==> src/rtl/stack_unit.sv <==
// Downward-growing LIFO responder for the control unit's push/pop handshake.
// Optional macro STACK_PEEK_EN adds a peek_req input (non-destructive read of the top entry).
module stack_unit #(
  parameter int DATA_W = 16,
  parameter int ADDR_W = 6
) (
  input  logic              clk,
  input  logic              rst_b,
  input  logic              push_req,
  input  logic              pop_req,
  input  logic [DATA_W-1:0] push_data,
`ifdef STACK_PEEK_EN
  input  logic              peek_req,
`endif
  output logic              push_done,
  output logic              pop_done,
  output logic [DATA_W-1:0] pop_out,
  output logic [15:0]       sp,
  output logic              full,
  output logic              empty,
  output logic              err_overflow,
  output logic              err_underflow,
  output logic [1:0]        dbg_state
);

  localparam int DEPTH = 2 ** ADDR_W;
  localparam logic [ADDR_W:0] SP_EMPTY = {1'b1, {ADDR_W{1'b0}}};
  localparam logic [ADDR_W:0] SP_ONE   = {{ADDR_W{1'b0}}, 1'b1};

  typedef enum logic [1:0] {
    IDLE     = 2'd0,
    PUSH_ACK = 2'd1,
    POP_RD   = 2'd2,
    POP_ACK  = 2'd3
  } state_t;

  logic [DATA_W-1:0] mem [DEPTH];

  state_t            state_q, state_d;
  logic [ADDR_W:0]   sp_q, sp_d;
  logic [DATA_W-1:0] pop_out_q, pop_out_d;
  logic              push_done_q, push_done_d;
  logic              pop_done_q, pop_done_d;
  logic              err_ovf_q, err_ovf_d;
  logic              err_udf_q, err_udf_d;
`ifdef STACK_PEEK_EN
  logic              peek_q, peek_d;
`endif

  logic              mem_we;
  logic [ADDR_W-1:0] mem_waddr;
  logic [ADDR_W:0]   sp_dec;
  logic [ADDR_W:0]   sp_inc;

  assign sp_dec = sp_q - SP_ONE;
  assign sp_inc = sp_q + SP_ONE;

  // Handshake: requests are level signals sampled only in IDLE; push_done/pop_done
  // are registered one-cycle pulses, and the requester drops req by the edge
  // that ends the done cycle (a req still high in the next IDLE is a new request).
  always_comb begin
    state_d     = state_q;
    sp_d        = sp_q;
    pop_out_d   = pop_out_q;
    push_done_d = 1'b0;
    pop_done_d  = 1'b0;
    err_ovf_d   = err_ovf_q;
    err_udf_d   = err_udf_q;
    mem_we      = 1'b0;
    mem_waddr   = sp_dec[ADDR_W-1:0];
`ifdef STACK_PEEK_EN
    peek_d      = peek_q;
`endif
    case (state_q)
      IDLE: begin
        if (push_req) begin
          state_d     = PUSH_ACK;
          push_done_d = 1'b1;
          if (sp_q == '0) begin
            err_ovf_d = 1'b1;
          end else begin
            mem_we = 1'b1;
            sp_d   = sp_dec;
          end
        end else if (pop_req) begin
          state_d = POP_RD;
`ifdef STACK_PEEK_EN
          peek_d  = 1'b0;
        end else if (peek_req) begin
          state_d = POP_RD;
          peek_d  = 1'b1;
`endif
        end
      end
      POP_RD: begin
        state_d    = POP_ACK;
        pop_done_d = 1'b1;
        if (sp_q == SP_EMPTY) begin
          pop_out_d = '0;
          err_udf_d = 1'b1;
        end else begin
          pop_out_d = mem[sp_q[ADDR_W-1:0]];
`ifdef STACK_PEEK_EN
          if (!peek_q) sp_d = sp_inc;
`else
          sp_d = sp_inc;
`endif
        end
      end
      POP_ACK:  state_d = IDLE;
      default:  state_d = IDLE;
    endcase
  end

  always_ff @(posedge clk) begin
    if (rst_b) begin
      state_q     <= IDLE;
      sp_q        <= SP_EMPTY;
      pop_out_q   <= '0;
      push_done_q <= 1'b0;
      pop_done_q  <= 1'b0;
      err_ovf_q   <= 1'b0;
      err_udf_q   <= 1'b0;
`ifdef STACK_PEEK_EN
      peek_q      <= 1'b0;
`endif
    end else begin
      state_q     <= state_d;
      sp_q        <= sp_d;
      pop_out_q   <= pop_out_d;
      push_done_q <= push_done_d;
      pop_done_q  <= pop_done_d;
      err_ovf_q   <= err_ovf_d;
      err_udf_q   <= err_udf_d;
`ifdef STACK_PEEK_EN
      peek_q      <= peek_d;
`endif
    end
  end

  // Memory is deliberately not reset; reset only suppresses an in-flight write.
  always_ff @(posedge clk) begin
    if (mem_we && !rst_b) mem[mem_waddr] <= push_data;
  end

  assign push_done     = push_done_q;
  assign pop_done      = pop_done_q;
  assign pop_out       = pop_out_q;
  assign sp            = 16'(sp_q);
  assign full          = (sp_q == '0);
  assign empty         = (sp_q == SP_EMPTY);
  assign err_overflow  = err_ovf_q;
  assign err_underflow = err_udf_q;
  assign dbg_state     = state_q;

endmodule

==> config.mk <==
export PLATFORM = sky130hd
export DESIGN_NAME = stack_unit
export DESIGN_NICKNAME = d
export VERILOG_FILES = /design/src/rtl/stack_unit.sv
export SDC_FILE = /design/constraint.sdc
export NUM_CORES = 1
export LEC_CHECK = 0
export ABC_AREA = 1
export BUFFER_PORTS_ARGS = -buffer_cell sky130_fd_sc_hd__buf_4
export CAP_MARGIN = 20
export CORE_AREA = 10 10 353 423
export CTS_CLUSTER_DIAMETER = 120
export CTS_CLUSTER_SIZE = 28
export DETAILED_ROUTE_END_ITERATION = 10
export DIE_AREA = 0 0 363 433
export PLACE_DENSITY = 0.45
export SKIP_CTS_REPAIR_TIMING = 1
export SLEW_MARGIN = 10
export SYNTH_ARGS = -nofsm -noshare
export SYNTH_HDL_FRONTEND = slang
export SYNTH_SLANG_ARGS = --single-unit
==> constraint.sdc <==
create_clock -name clk -period 2.42 [get_ports clk]
set_input_delay 0.242 -clock clk [delete_from_list [all_inputs] [get_ports clk]]
set_output_delay 0.242 -clock clk [all_outputs]
set_load 0.05 [all_outputs]
# Word level (Yosys, flattened, before mapping)
# Memory sizes are Yosys's and may differ from the RTL's. A register that Yosys moved wholly into a read port is not among the register bits.
# Index checks and enable logic that the tools add are counted.
# totals
out_inout_bits,40
ff_bits,29
mem_bits_rw,1024
memories,1
word_cells,43
# mem_list
name,words,width,rd,rd_clocked_by_memory_dff,wr,line,rtl
mem,64,16,1,1,1,37,logic [DATA_W-1:0] mem [DEPTH];
# classes
n_mux,17
reduce_logical,9
n_eq_ne,6
bitwise_logic,1
n_addsub,2
# ops
cell,n
7-bit two-way mux,3
16-bit two-way mux,1
7-bit case mux with 2 select lines,1
6-bit two-way mux,2
"7-bit by 1-bit adder with 7-bit output, second input constant",1
"7-bit == test, second input constant",1
7-bit zero test,1
1-bit two-way mux,7
"7-bit by 1-bit subtractor with 7-bit output, second input constant",1
"2-bit inequality test, second input constant",3
2-bit two-way mux,2
2-bit case mux with 2 select lines,1
4-bit AND reduction,1
"3-bit inequality test, second input constant",1
3-bit AND reduction,1
"2-bit == test, second input constant",1
2-bit zero test,1
2-bit AND reduction,1
2-bit nonzero test,1
2-bit OR reduction,1
1-bit logical AND,1
1-bit zero test,1
1-bit NOT,1

# Longest topological paths before layout
# Gate-level depths: netlist of run 1.
# logic_depth
depth_word,7
depth_mapped,14
mapped_depth_nobuf,11

# Worst setup path before layout of run 1
# No wires, ideal clock.
# synth_timing
kind,register to register
from,register sp_q[0]
to,memory mem[49][0] (enable)
stages_incl_launch_ff,10
setup_ps,389
setup_slack_ps,-587
arrival_ps,2619
n_path_buf,0
path_cell_list,dfxtp_1 -> inv_1 -> ha_1 -> nand2_1 -> nor3_4 -> inv_1 -> nand2_1 -> nor2_2 -> nand2_1 -> nor2_1
# synth_between
elab_chain_len,7
word_cells_on_any_way,8
cone_classes,add/sub: 1; mux: 5; reduce/logical: 2
# synth_rtl
element,line,rtl
from (decl),40,"logic [ADDR_W:0] sp_q, sp_d;"
from (signal assigned),129,sp_q <= sp_d;
7-bit zero test,-,
via full,19,"output logic full,"
1-bit two-way mux,79,if (sp_q == '0) begin
1-bit two-way mux,76,if (push_req) begin
1-bit two-way mux,74,case (state_q)
1-bit logical AND,143,if (mem_we && !rst_b) mem[mem_waddr] <= push_data;
1-bit two-way mux,143,
1-bit two-way mux (implied by the code),143,
to (decl),37,
# The timed path passes the listed nets, and every way through them passes these cells.

==> metrics.md, run 1 <==
| Metric | Value |
|---|---|
| Run status | completed |
| Worst VDD drop | 0.503 mV |
| Global-route wire length before repair | 190 mm |
| Most frequent CP cell | nand2_1 |
| Die Span Y | 433 um |
| Total GRT Usage | 0.163 |
| GRT overflow | 0 |
| CP arrival | 2950 ps |
| Largest net degree at the start of global routing | 70 |
| Initial core utilization | 0.308 |
| Synth top area share | 0.710 |
| Post-synth top flop | edfxtp_1 |
| EDFF count, synth | 1,024 |
| Reg2reg path depth | 12 |
| Initial antenna violation count | 3 |
| Root Buffer | clkbuf_16 |
| Static Leak | 17.2 nW |
| Core area | 141,000 um^2 |
| Hold/Removal Path Class | in -> reg |
| Clock Skew | 35.0 ps |
| Port Buffers | 50 |
| Hold Fails Final Rpt | 0 |
| Hold path depth | 1 |
| Clock Tree Buf Depth | 3 |
| Share of cells above drive strength 1 | 0.108 |
| Non-filler instance count after layout | 5,658 |
| Clock Sinks | 1,059 |
| Vias in the first global route | 26,900 |
| Slew HR | 0.349 |
| Detailed Routing Iterations Pass 1 | 5 |
| Post-layout min period | 2380 ps |
| Placed Instances | 5,571 |
| RR Endpoint | pop_out[4]$_SDFFE_PP0P_ |
| Syn. warnings | 0 |
| Synth Register Bits | 1,059 |
| WS Path Type | reg -> reg |
| FFs w/ async S/R, synth | 0 |
| Clock-pin slew on the worst setup and hold paths | 110 ps |
| Number of max-cap violations | 0 |
| Post-route DRC | 0 |
| Hold EP | mem[25][5]$_DFFE_PP_ |
| Commonest cells post-synth | nand2_1, edfxtp_1, nand3_1 |
| Least-Margin Pin Slew | 977 ps |
| Pwr Density | 784 nW/um^2 |
| Via density | 4.86 |
| Worst skew pair latency | 660 ps |
| Main area contributors after synthesis | edfxtp_1, nand2_1, nand3_1, dfxtp_1, buf_6 |
| Top cell type by total area after synthesis | edfxtp_1 |
| Period Utilization, post-route | 0.982 |
| CP max stage delay | 480 ps |
| CP Data Required Time | 3000 ps |
| # nets final | 3,809 |
| IO Pins | 60 |
| Final setup vio count | 0 |
| Sequential cell area fraction in the yosys report | 0.726 |
| H-tree depth | 2 |
| Cts bufs inserted | 43 |
| Nature of the critical path endpoint | register |
| Starting DRT DRC Count | 2,065 |
| Gpl congestion | 0.837 |
| Crit-path slowest cell | dfxtp_4 |
| RSZ-0062 raised after global routing | true |
| Routed WL | 131 mm |
| Final Max Slew Viols | 0 |
| Mapped Area | 43,300 um^2 |
| Rows | 151 |
| Post-DR wirelength/cell | 23.2 um |
| Worst Hold Launch | push_data[5] |
| Synthesis-to-finish area growth | 13.5% |
| DIE AREA | 157,000 um^2 |
| Worst-path fanout max | 60 |
| Placed inst area | 47,700 um^2 |
| CTS tree | built |
| Final Instance Area | 49,100 um^2 |
| Vias | 27,500 |
| Avg Cell Area, Syn | 11.8 um^2 |
| Maximum clock rate | 421 MHz |
| Hpwl dp | 81.8 mm |
| Die Width | 363 um |
| CP startpoint kind | register |
| Worst R2R Setup Slack | 40 ps |
| Count leader, synth | nand2_1 |
| Synth Instances | 3,683 |
| CP cell instances | buf_12, buf_12, nand2_1, nand3_1, nand3_1, nand2_1, nand2_1, nand3_1, nand3_1, nand2_1, nand2_1, a21oi_2 |
| Post-Route Utilization | 0.349 |
| Final antenna-violating net count | 0 |
| Synth unique cells | 34 |
[area by class of cell]
class,instances,area (um^2)
fillers,13800,91600
well taps,1836,2300
inverters,23,115
diodes,2,5.00
clock inverters,1,7.51
repair buffers,286,3620
multi-input cells,2373,10400
flip-flops and latches,1059,31500
clock buffers,78,1250
[critical path: cells and delay by family, from the launching register on]
family                 cells  cell delay, ps
and+or+nand+nor            9            1110
AOI/OAI and AO/OA          1             120
DFF                        1             480
buffers and inverters      2             550
[cell usage in the layout (no fill, tap or decap), drive strengths merged]
cell / instances
nand2: 1352
edfxtp: 1024
nand3: 874
buf: 279
nor2: 83
clkbuf: 79
dfxtp: 35
a21oi: 25
inv: 23
conb: 9
xor2: 6
dlygate4sd3: 6
o21ai: 6
nor3: 6
ha: 3
diode: 2
xnor2: 2
or2: 1
nand4: 1
a31oi: 1
o22ai: 1
a211oi: 1
o21a: 1
a22o: 1
clkinvlp: 1
[flip-flops by register name (all words and copies together), names as in the netlist, named ones only]
| signal | flops |
|---|---|
| sp_q | 7 |
| dbg_state | 2 |
| pop_done | 1 |
| mem | 1024 |
| err_underflow | 1 |
| pop_out | 16 |
| push_done | 1 |
| err_overflow | 1 |
[power breakdown]
part	total, W	switching (W)	leakage [nW]	internal, W
Sequential	0.0205	0.000165	9.49	0.0203
Clock	0.00914	0.00557	0.594	0.00357
Combinational	0.00891	0.00629	7.07	0.00262
Total	0.0385	0.0120	17.2	0.0265
[worst max-delay path by stage]
stage	end	slack (ps)	depth (start not counted)
after floorplan	mem[57][0]$_DFFE_PP_	-380	9
after CTS	empty	-120	5
final	pop_out[4]$_SDFFE_PP0P_	40	12
after global routing	pop_out[4]$_SDFFE_PP0P_	-40	12
after global placement	mem[42][1]$_DFFE_PP_	-40	10
after detailed placement	mem[42][1]$_DFFE_PP_	20	11
[per-stage QoR]
stage / total power, W / hold WS, ps / setup TNS (ps) / setup WS [ps]
after floorplan: 0.0259 / 329 / -338840 / -380
after global placement: 0.0299 / 455 / -664 / -42.7
after detailed placement: 0.0299 / 460 / 0 / 17.4
after CTS: 0.0389 / -201 / -726 / -119
after global routing: 0.0403 / 3.35 / -203 / -42.0
final: 0.0385 / 24.5 / 0 / 44.0
[per-layer routing]
layer,wire length [um],part of all wire,GRT usage,vias to the layer above
met5,0,0,0,-
met4,3900,0.030,0.0492,0
met3,5350,0.041,0.0172,143
met2,65100,0.50,0.281,596
met1,56700,0.43,0.214,13700
li1,-,-,-,13000
[kinds of logic after synthesis]
group                      synth area share
xor gates and xnor gates            0.00162
adders and majority gates          0.000867
DFF                                   0.726
buffers and inverters                0.0382
AOI/OAI and AO/OA                   0.00546
and+or+nand+nor                       0.227
other                             0.0000866
Power figures use the tool's default switching activity.
==> run 2: changes to the inputs <==
PLACE_DENSITY = not set   (was 0.45)
==> metrics.md, run 2 (same netlist as run 1, synthesis figures left out) <==
| Metric | Value |
|---|---|
| Run status | completed |
| Worst-path fanout max | 33 (-45%) |
| Final Max Slew Viols | 0 (unchanged) |
| Hold/Removal Path Class | in -> reg |
| Gpl congestion | 0.906 (+8.3%) |
| CP max stage delay | 490 ps (about the same) |
| M2 GR Usage | 0.267 (-0.0144) |
| Total GRT Usage | 0.158 (-0.00522) |
| Cts bufs inserted | 43 (unchanged) |
| Number of max-cap violations | 0 (unchanged) |
| CP Data Required Time | 3000 ps (about the same) |
| Maximum clock rate | 419 MHz (-0.50%) |
| Period Utilization, post-route | 0.987 (+0.00490) |
| Met1 Use GR | 0.205 (-0.00925) |
| Clock Skew | 26.8 ps (-8.18 ps) |
| Post-DR wirelength/cell | 22.7 um (-2.0%) |
| Root Buffer | clkbuf_16 |
| Global-route wire length before repair | 187 mm (-1.8%) |
| Rows | 151 (unchanged) |
| Least-Margin Pin Slew | 700 ps (-277 ps) |
| Via density | 5.05 (+3.8%) |
| CTS tree | built |
| Crit-path slowest cell | dfxtp_4 |
| Share of cells above drive strength 1 | 0.0931 (-0.0145) |
| Most frequent cells in the layout | nand2_1, edfxtp_1, nand3_1 |
| Final setup vio count | 0 (unchanged) |
| Largest net degree at the start of global routing | 81 (+16%) |
| Synthesis-to-finish area growth | 12.5% |
| RSZ-0062 raised after global routing | true |
| Die Width | 363 um (unchanged) |
| Placed Instances | 5,554 (-0.31%) |
| Area of the multi-input gates | 10,300 um^2 (-1.2%) |
| Non-filler instance count after layout | 5,639 (-0.34%) |
| H-tree depth | 2 (unchanged) |
| Initial core utilization | 0.308 (unchanged) |
| Starting DRT DRC Count | 3,464 (+68%) |
| GR Util met3 | 0.0226 (+0.00535) |
| Post-Route Utilization | 0.346 (-0.00315) |
| Gr busiest metal | met2 |
| Worst VDD drop | 0.765 mV (+52%) |
| Detailed Routing Iterations Pass 1 | 6 (+1) |
| Initial antenna violation count | 3 (unchanged) |
| Hold Fails Final Rpt | 0 (unchanged) |
| Core area | 141,000 um^2 (unchanged) |
| CP startpoint kind | register |
| Nature of the critical path endpoint | register |
| Hpwl dp | 81.5 mm (-0.43%) |
| WS Path Type | reg -> reg |
| Routed WL | 128 mm (-2.3%) |
| Post-layout min period | 2390 ps (+11.8 ps) |
| Vias | 28,500 (+3.5%) |
| DIE AREA | 157,000 um^2 (unchanged) |
| Most frequent CP cell | nand2_1 |
| Clock Tree Buf Depth | 3 (unchanged) |
| Clock-pin slew on the worst setup and hold paths | 110 ps (about the same) |
| # fillers | 13,700 (-0.49%) |
| Die Span Y | 433 um (unchanged) |
| IO Pins | 60 (unchanged) |
| Most common cell after layout, fill and taps aside | nand2_1 |
| Static Leak | 17.1 nW (-0.50%) |
| Clock Sinks | 1,059 (unchanged) |
| Max FFs per register | 1,024 (unchanged) |
| # nets final | 3,798 (-0.29%) |
| Vias in the first global route | 27,500 (+2.1%) |
| GRT overflow | 0 (unchanged) |
| Post-route DRC | 0 (unchanged) |
| Most flops, register | mem |
| Worst skew pair latency | 660 ps (about the same) |
| Pwr Density | 787 nW/um^2 (+0.36%) |
| Final antenna-violating net count | 0 (unchanged) |
| CP arrival | 2970 ps (+20 ps) |
| Port Buffers | 50 (unchanged) |
| Slew HR | 0.533 (+0.184) |
| Seq. cell area | 31,500 um^2 (unchanged) |
| CP cell instances | buf_12, buf_12, nand2_1, nand3_1, nand3_1, nand2_1, nand2_1, nand3_1, nand3_1, nand2_1, nand2_1, a21oi_2 |
## run 2: changes by cell type in the layout (fill, tap and decap cells not counted), moves of 3 or more
| cell | delta |
|---|---|
| clkbuf_1 | -8 |
| nor2_1 | +39 |
| buf_6 | +20 |
| nor2_2 | -37 |
| buf_12 | -22 |
| dlygate4sd3_1 | +3 |
| buf_4 | -12 |
## run 2: final timing paths
check,to,start,depth (start not counted),slack [ps]
max,pop_out[1]$_SDFFE_PP0P_,register,12,30
min,mem[31][15]$_DFFE_PP_,push_data[15],1,40
max reg2reg,pop_out[1]$_SDFFE_PP0P_,register,12,30
min reg2reg,err_underflow$_SDFFE_PP0P_,err_underflow$_SDFFE_PP0P_,2,510
## run 2: per-layer routing
metal / part of all wire / wire, um / up-vias
met4: 0.037 / 4780 / 0
li1: - / - / 13000
met2: 0.49 / 62600 / 1119
met5: 0 / 0 / -
met1: 0.41 / 52000 / 14100
met3: 0.067 / 8590 / 204
## run 2: metrics by stage
stage / area, um^2 / hold WS (ps) / setup WS [ps] / TNS (ps) / total power [W]
floorplan: 43400 / 329 / -380 / -338840 / 0.0259
global placement: 47200 / 465 / -54.1 / -314 / 0.0296
detailed placement: 47200 / 490 / 85.9 / 0 / 0.0296
CTS: 48500 / -184 / 70.3 / 0 / 0.0383
global route: 48700 / 25.7 / -71.8 / -8970 / 0.0397
finish: 48700 / 41.9 / 32.2 / 0 / 0.0383
## run 2: worst max-delay path: cells and delay by family, from the launching register on
family                 cells  cell delay, ps
DFF                        1             490
buffers and inverters      2             490
and+or+nand+nor            9            1150
AOI/OAI and AO/OA          1             130
## run 2: area by class of cell
class | count | share of cell area
diodes | 2 | 0.000103
clock buffers | 70 | 0.0251
clock inverters | 1 | 0.000154
inverters | 23 | 0.00231
multi-input cells | 2373 | 0.211
flip-flops and latches | 1059 | 0.646
well taps | 1836 | 0.0472
repair buffers | 275 | 0.0684
## run 2: where the power goes
group	switching (W)	internal [W]
clock	0.00548	0.00351
combinational	0.00637	0.00246
sequential	0.000181	0.0203
total	0.0120	0.0263
